==> config.mk <==
export PLATFORM = sky130hd
export DESIGN_NAME = fu_exec_unit
export DESIGN_NICKNAME = d
export VERILOG_FILES = /design/src/rtl/fu_exec_unit.sv
export SDC_FILE = /design/constraint.sdc
export NUM_CORES = 1
export LEC_CHECK = 0
export ABC_AREA = 1
export CAP_MARGIN = 0
export CORE_ASPECT_RATIO = 1.1
export CORE_MARGIN = 8
export CORE_UTILIZATION = 40
export DETAILED_ROUTE_END_ITERATION = 8
export DONT_BUFFER_PORTS = 1
export HOLD_SLACK_MARGIN = 0.1
export PLACE_DENSITY_LB_ADDON = 0.3
export SETUP_SLACK_MARGIN = 0.3
export SLEW_MARGIN = 15
export SYNTH_ARGS = -nofsm -noshare
export SYNTH_HDL_FRONTEND = slang
export SYNTH_SLANG_ARGS = --single-unit
==> constraint.sdc <==
create_clock -name clk -period 10.3 [get_ports clk]
set_input_delay 0 -clock clk [delete_from_list [all_inputs] [get_ports clk]]
set_output_delay 0 -clock clk [all_outputs]
set_load 0.01 [all_outputs]
==> src/rtl/fu_exec_unit.sv <==
// rtl/fu_exec_unit.sv - single reservation-station execution slot (ALU or load/store)
module fu_exec_unit #(
   parameter int ALU_LATENCY = 1,
   parameter int DATA_W      = 32,
   parameter int TAG_W       = 6
) (
   input  logic              clk,
   input  logic              reset,
   input  logic              issue_valid,
   input  logic              issue_is_ls,
   input  logic              issue_alusrc,
   input  logic [3:0]        issue_alu_type,
   input  logic [TAG_W-1:0]  issue_rd_tag,
   input  logic [TAG_W-1:0]  issue_rob_num,
   input  logic [DATA_W-1:0] issue_rs1_val,
   input  logic [DATA_W-1:0] issue_rs2_val,
   input  logic [DATA_W-1:0] issue_imm,
   output logic              fu_ready,
   output logic              mem_req_valid,
   input  logic              mem_req_ready,
   output logic              mem_req_we,
   output logic [DATA_W-1:0] mem_req_addr,
   output logic [DATA_W-1:0] mem_req_wdata,
   input  logic              mem_resp_valid,
   input  logic [DATA_W-1:0] mem_resp_data,
   output logic              wb_valid,
   output logic [TAG_W-1:0]  wb_tag,
   output logic [DATA_W-1:0] wb_val,
   output logic              cmpl_valid,
   output logic [TAG_W-1:0]  cmpl_rob_num,
   output logic              issue_drop_err
);

   typedef enum logic [2:0] {S_IDLE, S_EXEC, S_MEM_REQ, S_MEM_WAIT, S_WB} state_t;

   localparam logic [3:0] CNT_INIT = 4'(ALU_LATENCY - 1);
   localparam logic [3:0] OP_ADD = 4'd1, OP_SUB = 4'd2, OP_AND = 4'd3, OP_OR = 4'd4,
                          OP_XOR = 4'd5, OP_SLL = 4'd6, OP_SRL = 4'd7, OP_SRA = 4'd8,
                          OP_SLT = 4'd9, OP_SLTU = 4'd10, OP_PASS_B = 4'd11;
   localparam logic [3:0] LS_SW = 4'd2;

   state_t              state, state_nxt;
   logic [3:0]          cnt;
   logic                op_is_ls, op_alusrc, wb_en;
   logic [3:0]          op_type;
   logic [TAG_W-1:0]    op_rd, op_rob;
   logic [DATA_W-1:0]   op_a, op_rs2, op_imm;
   logic [DATA_W-1:0]   operand_b, alu_result;
   logic [4:0]          shamt;

   assign operand_b = op_alusrc ? op_imm : op_rs2;
   assign shamt     = operand_b[4:0];

   always_comb begin
      alu_result = '0;
      case (op_type)
         OP_ADD:    alu_result = op_a + operand_b;
         OP_SUB:    alu_result = op_a - operand_b;
         OP_AND:    alu_result = op_a & operand_b;
         OP_OR:     alu_result = op_a | operand_b;
         OP_XOR:    alu_result = op_a ^ operand_b;
         OP_SLL:    alu_result = op_a << shamt;
         OP_SRL:    alu_result = op_a >> shamt;
         OP_SRA:    alu_result = $signed(op_a) >>> shamt;
         OP_SLT:    alu_result = DATA_W'($signed(op_a) < $signed(operand_b));
         OP_SLTU:   alu_result = DATA_W'(op_a < operand_b);
         OP_PASS_B: alu_result = operand_b;
         default:   alu_result = '0;
      endcase
   end

   always_ff @(posedge clk or posedge reset) begin
      if (reset) state <= S_IDLE;
      else       state <= state_nxt;
   end

   always_comb begin
      state_nxt = state;
      case (state)
         S_IDLE:     if (issue_valid) state_nxt = S_EXEC;
         S_EXEC:     if (cnt == 4'd0) state_nxt = op_is_ls ? S_MEM_REQ : S_WB;
         S_MEM_REQ:  if (mem_req_ready) state_nxt = S_MEM_WAIT;
         S_MEM_WAIT: if (mem_resp_valid) state_nxt = S_WB;
         S_WB:       state_nxt = S_IDLE;
         default:    state_nxt = S_IDLE;
      endcase
   end

   always_comb begin
      fu_ready      = (state == S_IDLE);
      mem_req_valid = (state == S_MEM_REQ);
      cmpl_valid    = (state == S_WB);
      wb_valid      = (state == S_WB) && wb_en;
   end

   // wb_en carries the "broadcast this op" decision into WB: never for x0 or stores
   always_ff @(posedge clk or posedge reset) begin
      if (reset) begin
         cnt <= '0; op_is_ls <= 1'b0; op_alusrc <= 1'b0; op_type <= '0;
         op_rd <= '0; op_rob <= '0; op_a <= '0; op_rs2 <= '0; op_imm <= '0;
         wb_en <= 1'b0; wb_tag <= '0; wb_val <= '0; cmpl_rob_num <= '0;
         mem_req_we <= 1'b0; mem_req_addr <= '0; mem_req_wdata <= '0;
         issue_drop_err <= 1'b0;
      end else begin
         if (issue_valid && state != S_IDLE) issue_drop_err <= 1'b1;
         case (state)
            S_IDLE: if (issue_valid) begin
               op_is_ls <= issue_is_ls;    op_alusrc <= issue_alusrc;
               op_type  <= issue_alu_type; op_rd     <= issue_rd_tag;
               op_rob   <= issue_rob_num;  op_a      <= issue_rs1_val;
               op_rs2   <= issue_rs2_val;  op_imm    <= issue_imm;
               cnt      <= CNT_INIT;
            end
            S_EXEC: begin
               if (cnt != 4'd0) begin
                  cnt <= cnt - 4'd1;
               end else if (op_is_ls) begin
                  mem_req_addr  <= op_a + op_imm;
                  mem_req_wdata <= op_rs2;
                  mem_req_we    <= (op_type == LS_SW);
               end else begin
                  wb_val       <= alu_result;
                  wb_tag       <= op_rd;
                  cmpl_rob_num <= op_rob;
                  wb_en        <= (op_rd != '0);
               end
            end
            S_MEM_WAIT: if (mem_resp_valid) begin
               if (!mem_req_we) wb_val <= mem_resp_data;
               wb_tag       <= op_rd;
               cmpl_rob_num <= op_rob;
               wb_en        <= !mem_req_we && (op_rd != '0);
            end
            default: ;
         endcase
      end
   end

endmodule
## Word-level counts from Yosys, hierarchy flattened

Cells that the tools add are included.

- Add/subtract/negate cells: 4
- Order comparisons: 2
- Eq/ne operators: 23
- Shift-type cells: 3
- Mux-type cells: 28
- Bitwise logic cells: 4
- Reductions and logical operators: 17

Operator list:

| operator | count |
|---|---|
| $pmux W32 S11 | 1 |
| $mux W32 | 5 |
| $add A32 B32 Y32 | 2 |
| $lt A32 B32 Y1 | 2 |
| $pmux W32 S2 | 1 |
| $mux W6 | 6 |
| $and A32 B32 Y32 | 1 |
| $or A32 B32 Y32 | 1 |
| $shl A32 B5 Y32 | 1 |
| $shr A32 B5 Y32 | 1 |
| $sshr A32 B5 Y32 | 1 |
| $sub A32 B32 Y32 | 1 |
| $xor A32 B32 Y32 | 1 |
| $pmux W6 S2 | 2 |
| $eq A4 B3 Y1 const B | 4 |
| $eq A4 B4 Y1 const B | 4 |
| $mux W3 | 5 |
| $ne A2 B2 Y1 const B | 7 |
| $pmux W3 S4 | 1 |
| $eq A4 B2 Y1 const B | 2 |
| $mux W4 | 2 |
| $pmux W4 S2 | 1 |
| $reduce_and A4 Y1 | 2 |
| $eq A3 B2 Y1 const B | 2 |
| 19 further kinds | 25 |

- Flip-flop bits (word level): 232
- Input port bits: 151
- Output and inout bits: 114
- Word-level logic and storage cells: 99

## Depth between registers and ports, before layout

- Depth in word-level cells: 6
- Depth in mapped cells: 24

## Worst setup path after synthesis

Ideal clock, no wire load.

- Path kind: register to register
- Start point: register op_alusrc
- End point: register wb_val[21]
- Data arrival time: 2,664 ps
- Required time: 10,178 ps
- Slack: 7,513 ps
- Stages on the path, launching flop included: 21
- Path buffers: 4
- Clock period less this slack: 2,787 ps
- Path through: dfrtp_1 > buf_6 > buf_6 > buf_2 > o21ai_0 > ha_1 > clkbuf_1 > nor2_1 > inv_1 > nor2_1 > nand2_1 > nor2_1 > nand2_1 > nand3_1 > nand2_1 > inv_1 > nor2_1 > nor2_1 > nand3_1 > nand2_1 > a21oi_1

- Longest elaborated chain between the ends: 6

RTL lines:

| element | line | source |
|---|---|---|
| start: declaration | 44 | `logic op_is_ls, op_alusrc, wb_en;` |
| start signal: assignment | 108 | `op_is_ls <= issue_is_ls; op_alusrc <= issue_alusrc;` |
| $mux W32 * | 51 | `assign operand_b = op_alusrc ? op_imm : op_rs2;` |
| $sub A32 B32 Y32 (tied with other cells) | 58 | `OP_SUB: alu_result = op_a - operand_b;` |
| $pmux W32 S11 * | 56 | `case (op_type)` |
| $mux W32 * | 117 | `end else if (op_is_ls) begin` |
| $mux W32 * | 115 | `if (cnt != 4'd0) begin` |
| $pmux W32 S2 * | 106 | `case (state)` |
| end signal: assignment | 122 | `wb_val <= alu_result;` |
| end signal: assignment | 129 | `if (!mem_req_we) wb_val <= mem_resp_data;` |
| end: declaration | 28 | `output logic [DATA_W-1:0] wb_val,` |

Every way passes the cells marked *; elsewhere a longest branch is shown, timed or not. The select of a mux whose other input is x is not followed.
A chain may end at the register's enable or synchronous reset.

## Worst setup path in the final report

- Start point: register op_alusrc
- End point: register wb_val[8]

The elaborated chain is that of the path after synthesis.

==> metrics.md <==
| Metric | Value |
|---|---|
| Status | finished clean |
| Worst slew pin tran | 1120 ps |
| Post-DR wirelength/cell | 23.8 um |
| Avg Vias per Cell | between 5 and 6 |
| IO buf count | 0 |
| Yosys warns | 0 |
| Number of max-cap violations | 0 |
| Area grow syn2layout | 16.2% |
| Syn Inst Count | 3357 |
| First-pass GRT wire length | 146000 um |
| Vias in the first global route | 23100 |
| DR top layer | met5 |
| H-tree depth | 1 |
| Met3 WL post-DR | 10100 um |
| CP Launch Type | register |
| Layout net count | 3768 |
| Reg2reg path depth | 15 |
| Final period util | 49.6% |
| Reg clk slew, reported paths | 70 ps |
| RSZ-0062 raised after global routing | no |
| Worst EP required | 10750 ps |
| Antenna violations before repair | 4 |
| DR pass1 iterations | 9 |
| CP Capture Type | register |
| Max-slew violations | 0 |
| DRT antenna net count | 0 |
| Core area | ~52000 um2 |
| Die H | 257 um |
| Initial core utilization | 40.3% |
| Share of the yosys chip area belonging to registers | 27.5% |
| CP startpoint | op_alusrc |
| I/O pin count | 265 |
| Synthesized area | 21100 um2 |
| Final GP Congestion | 1.04 |
| Synth cell types | 55 |
| Layout cell share with drive strength beyond 1 | 3.49% |
| Total gr overflow | 0 |
| Number of synthesized register bits | 232 |
| Setup_tns | 0 ps |
| Drt initial violations | 3184 |
| # rows | 88 |
| RR Startpoint | op_alusrc |
| Final setup viols | 0 |
| R2R setup slack | between 5000 and 6000 ps |
| CTS Hold Bufs | 224 |
| Wl on met1 | 40800 um |
| Syn avg cell area | 6.28 um2 |
| Min Clock Period, post-route | 5110 ps |
| Syn nets | 3648 |
| Final Hold Vio Count | 0 |
| TritonCTS Buffers | 27 |
| Main synth FF type | dfrtp_1 |
| Pin count of the biggest net entering global routing | 187 |
| CTS root buf | clkbuf_16 |
| # resized after CTS | 0 |
| Worst setup path class | reg -> reg |
| Ys async rst share | 100% |
| Crit Path Max Fanout | 57 |
| Number of enable flip-flop cells after synthesis | 0 |
| CTS sink cnt | 232 |
| Detailed Route WL | 99400 um |
| Relative slew slack | 25.5% |
| DP HPWL | 76100 um |
| Hold Crit Class | in -> async |
| Clock tree buffer depth | 3 |
| Post-CTS Setup Bufs | 0 |
| Setup skew after layout | around 21 ps |
| DR vias | ~24000 |
| Gr usage total | 31.4% |
| Fmax achieved | 196 MHz |
| Die width | 235 um |
| DR WL met2 | about 43000 um |
| Post-route DRC | 0 |
| CTS tree | yes |
| DIE AREA | 60300 um2 |
| Critical path arrival | 5560 ps |
| Reg-to-reg endpoint | wb_val[8] |
| Clock latency on the worst-skew pair | 590 ps |
==> how the worst max path moves through the flow <==
stage	endpoint	cells after the start
2_1_floorplan	cmpl_rob_num[0]	1
3_3_place_gp	wb_val[12]	17
3_5_place_dp	wb_val[12]	17
4_1_cts	wb_val[12]	17
5_1_grt	wb_val[8]	15
6_report	wb_val[8]	15
==> kinds of logic after synthesis <==
group	count (synthesis)	share of synthesized area, %
AO/OA/AOI/OAI	646	16.8
XOR/XNOR	18	0.748
flip-flops	232	27.5
adder cells (fa/ha/maj)	140	8.42
AND/OR/NAND/NOR	1795	36.2
buffers and inverters	526	10.3
==> metrics by stage <==
step	setup slack [ps]	hold slack, ps	cell area, um2	utilization [%]	instances
floorplan	3940	117	21100	-	3357
global placement	5450	43.6	21300	40.8	3899
detailed placement	5330	54.8	21300	40.8	3899
CTS	5310	102	24500	46.8	4172
global route	4680	123	24500	46.8	4175
finish	5190	80.7	24500	46.8	4175
==> cells in the final DEF, fill, tap and decap left out, types with 4 or more instances in the layout <==
cell           netlist  layout
nand3b_1             7       7
a221oi_1            10      10
dfrtp_1            232     231
xor2_1               9       9
nor3_1              26      26
a31oi_1             15      15
o21a_1               8       8
nand2_2              9       9
o21ai_0            288     288
xnor2_1              9       9
o21ai_1             32      31
nor4_1               8       8
or2_2                9       9
nand3_1            454     454
buf_4               16      17
o21bai_1            10      10
nor2_2               5       4
o2111ai_1            7       7
clkbuf_16            0      27
nand2_1            983     983
o21ai_4              2       5
nand4_1             45      45
clkbuf_8             0       4
ha_1               137     137
inv_1              360     358
clkinvlp_4           0       4
inv_2               13      13
clkinv_2             0       9
o211ai_1            17      17
nor2_1             234     234
o22ai_1             18      18
o221ai_1             5       5
a21oi_1            212     212
dlygate4sd3_1        0     224
a211oi_1             4       4
==> synth_stat cells, types with 10 or more instances <==
library cell / instances / share of area, %
o211ai_1: 17 / 0.61
clkbuf_1: 58 / 1.0
buf_4: 16 / 0.57
nand3_1: 454 / 11
o21ai_0: 288 / 6.8
a21oi_1: 212 / 5.0
buf_2: 61 / 1.4
inv_1: 360 / 6.4
nor3_1: 26 / 0.62
o22ai_1: 18 / 0.53
dfrtp_1: 232 / 28
ha_1: 137 / 8.1
o21ai_1: 32 / 0.76
inv_2: 13 / 0.23
o21bai_1: 10 / 0.36
nand2_1: 983 / 18
a221oi_1: 10 / 0.42
nand4_1: 45 / 1.3
a31oi_1: 15 / 0.45
nor2_1: 234 / 4.2
==> sequential cells by signal, summed over array words and instances (netlist names), 3 cells and up <==
register	flops
wb_val	32
cnt	4
op_rd	6
op_imm	32
wb_tag	6
cmpl_rob_num	6
op_rob	6
mem_req_wdata	32
op_a	32
op_type	4
op_rs2	32
mem_req_addr	32
state	3
==> area by class of cell <==
class | instances | area (um2)
fill | 5378 | 27800
antenna | 3 | 7.51
inverter | 375 | 1420
sequential | 232 | 5810
clock buffer | 32 | 734
clock inverter | 17 | 169
tap | 675 | 845
timing repair buffer | 242 | 2390
multi-input combinational | 2599 | 13100
==> worst max-delay path: stages (launching register included) <==
cell and delay (ps):
dfrtp_2 1060, nand2_1 710, nand2_2 860, ha_1 410
fa_1 260, nand2_1 80, o21ai_0 460, nand2_1 140
nand2_1 150, nand2_1 70, nand3_1 80, nand2_1 60
a211oi_1 310, nand3_1 140, nand2_1 90, a21oi_1 80
==> metal layers <==
metal / track usage [%] / vias to the layer above
li1: - / 11400
met3: 6.48 / 194
met2: 49.3 / 1299
met4: 13.8 / 2
met1: 41.4 / 11400
met5: 0 / -
Power is left out: the tool's default activity adds up to more than one toggle a clock period on the data nets, which glitch-free logic cannot reach.
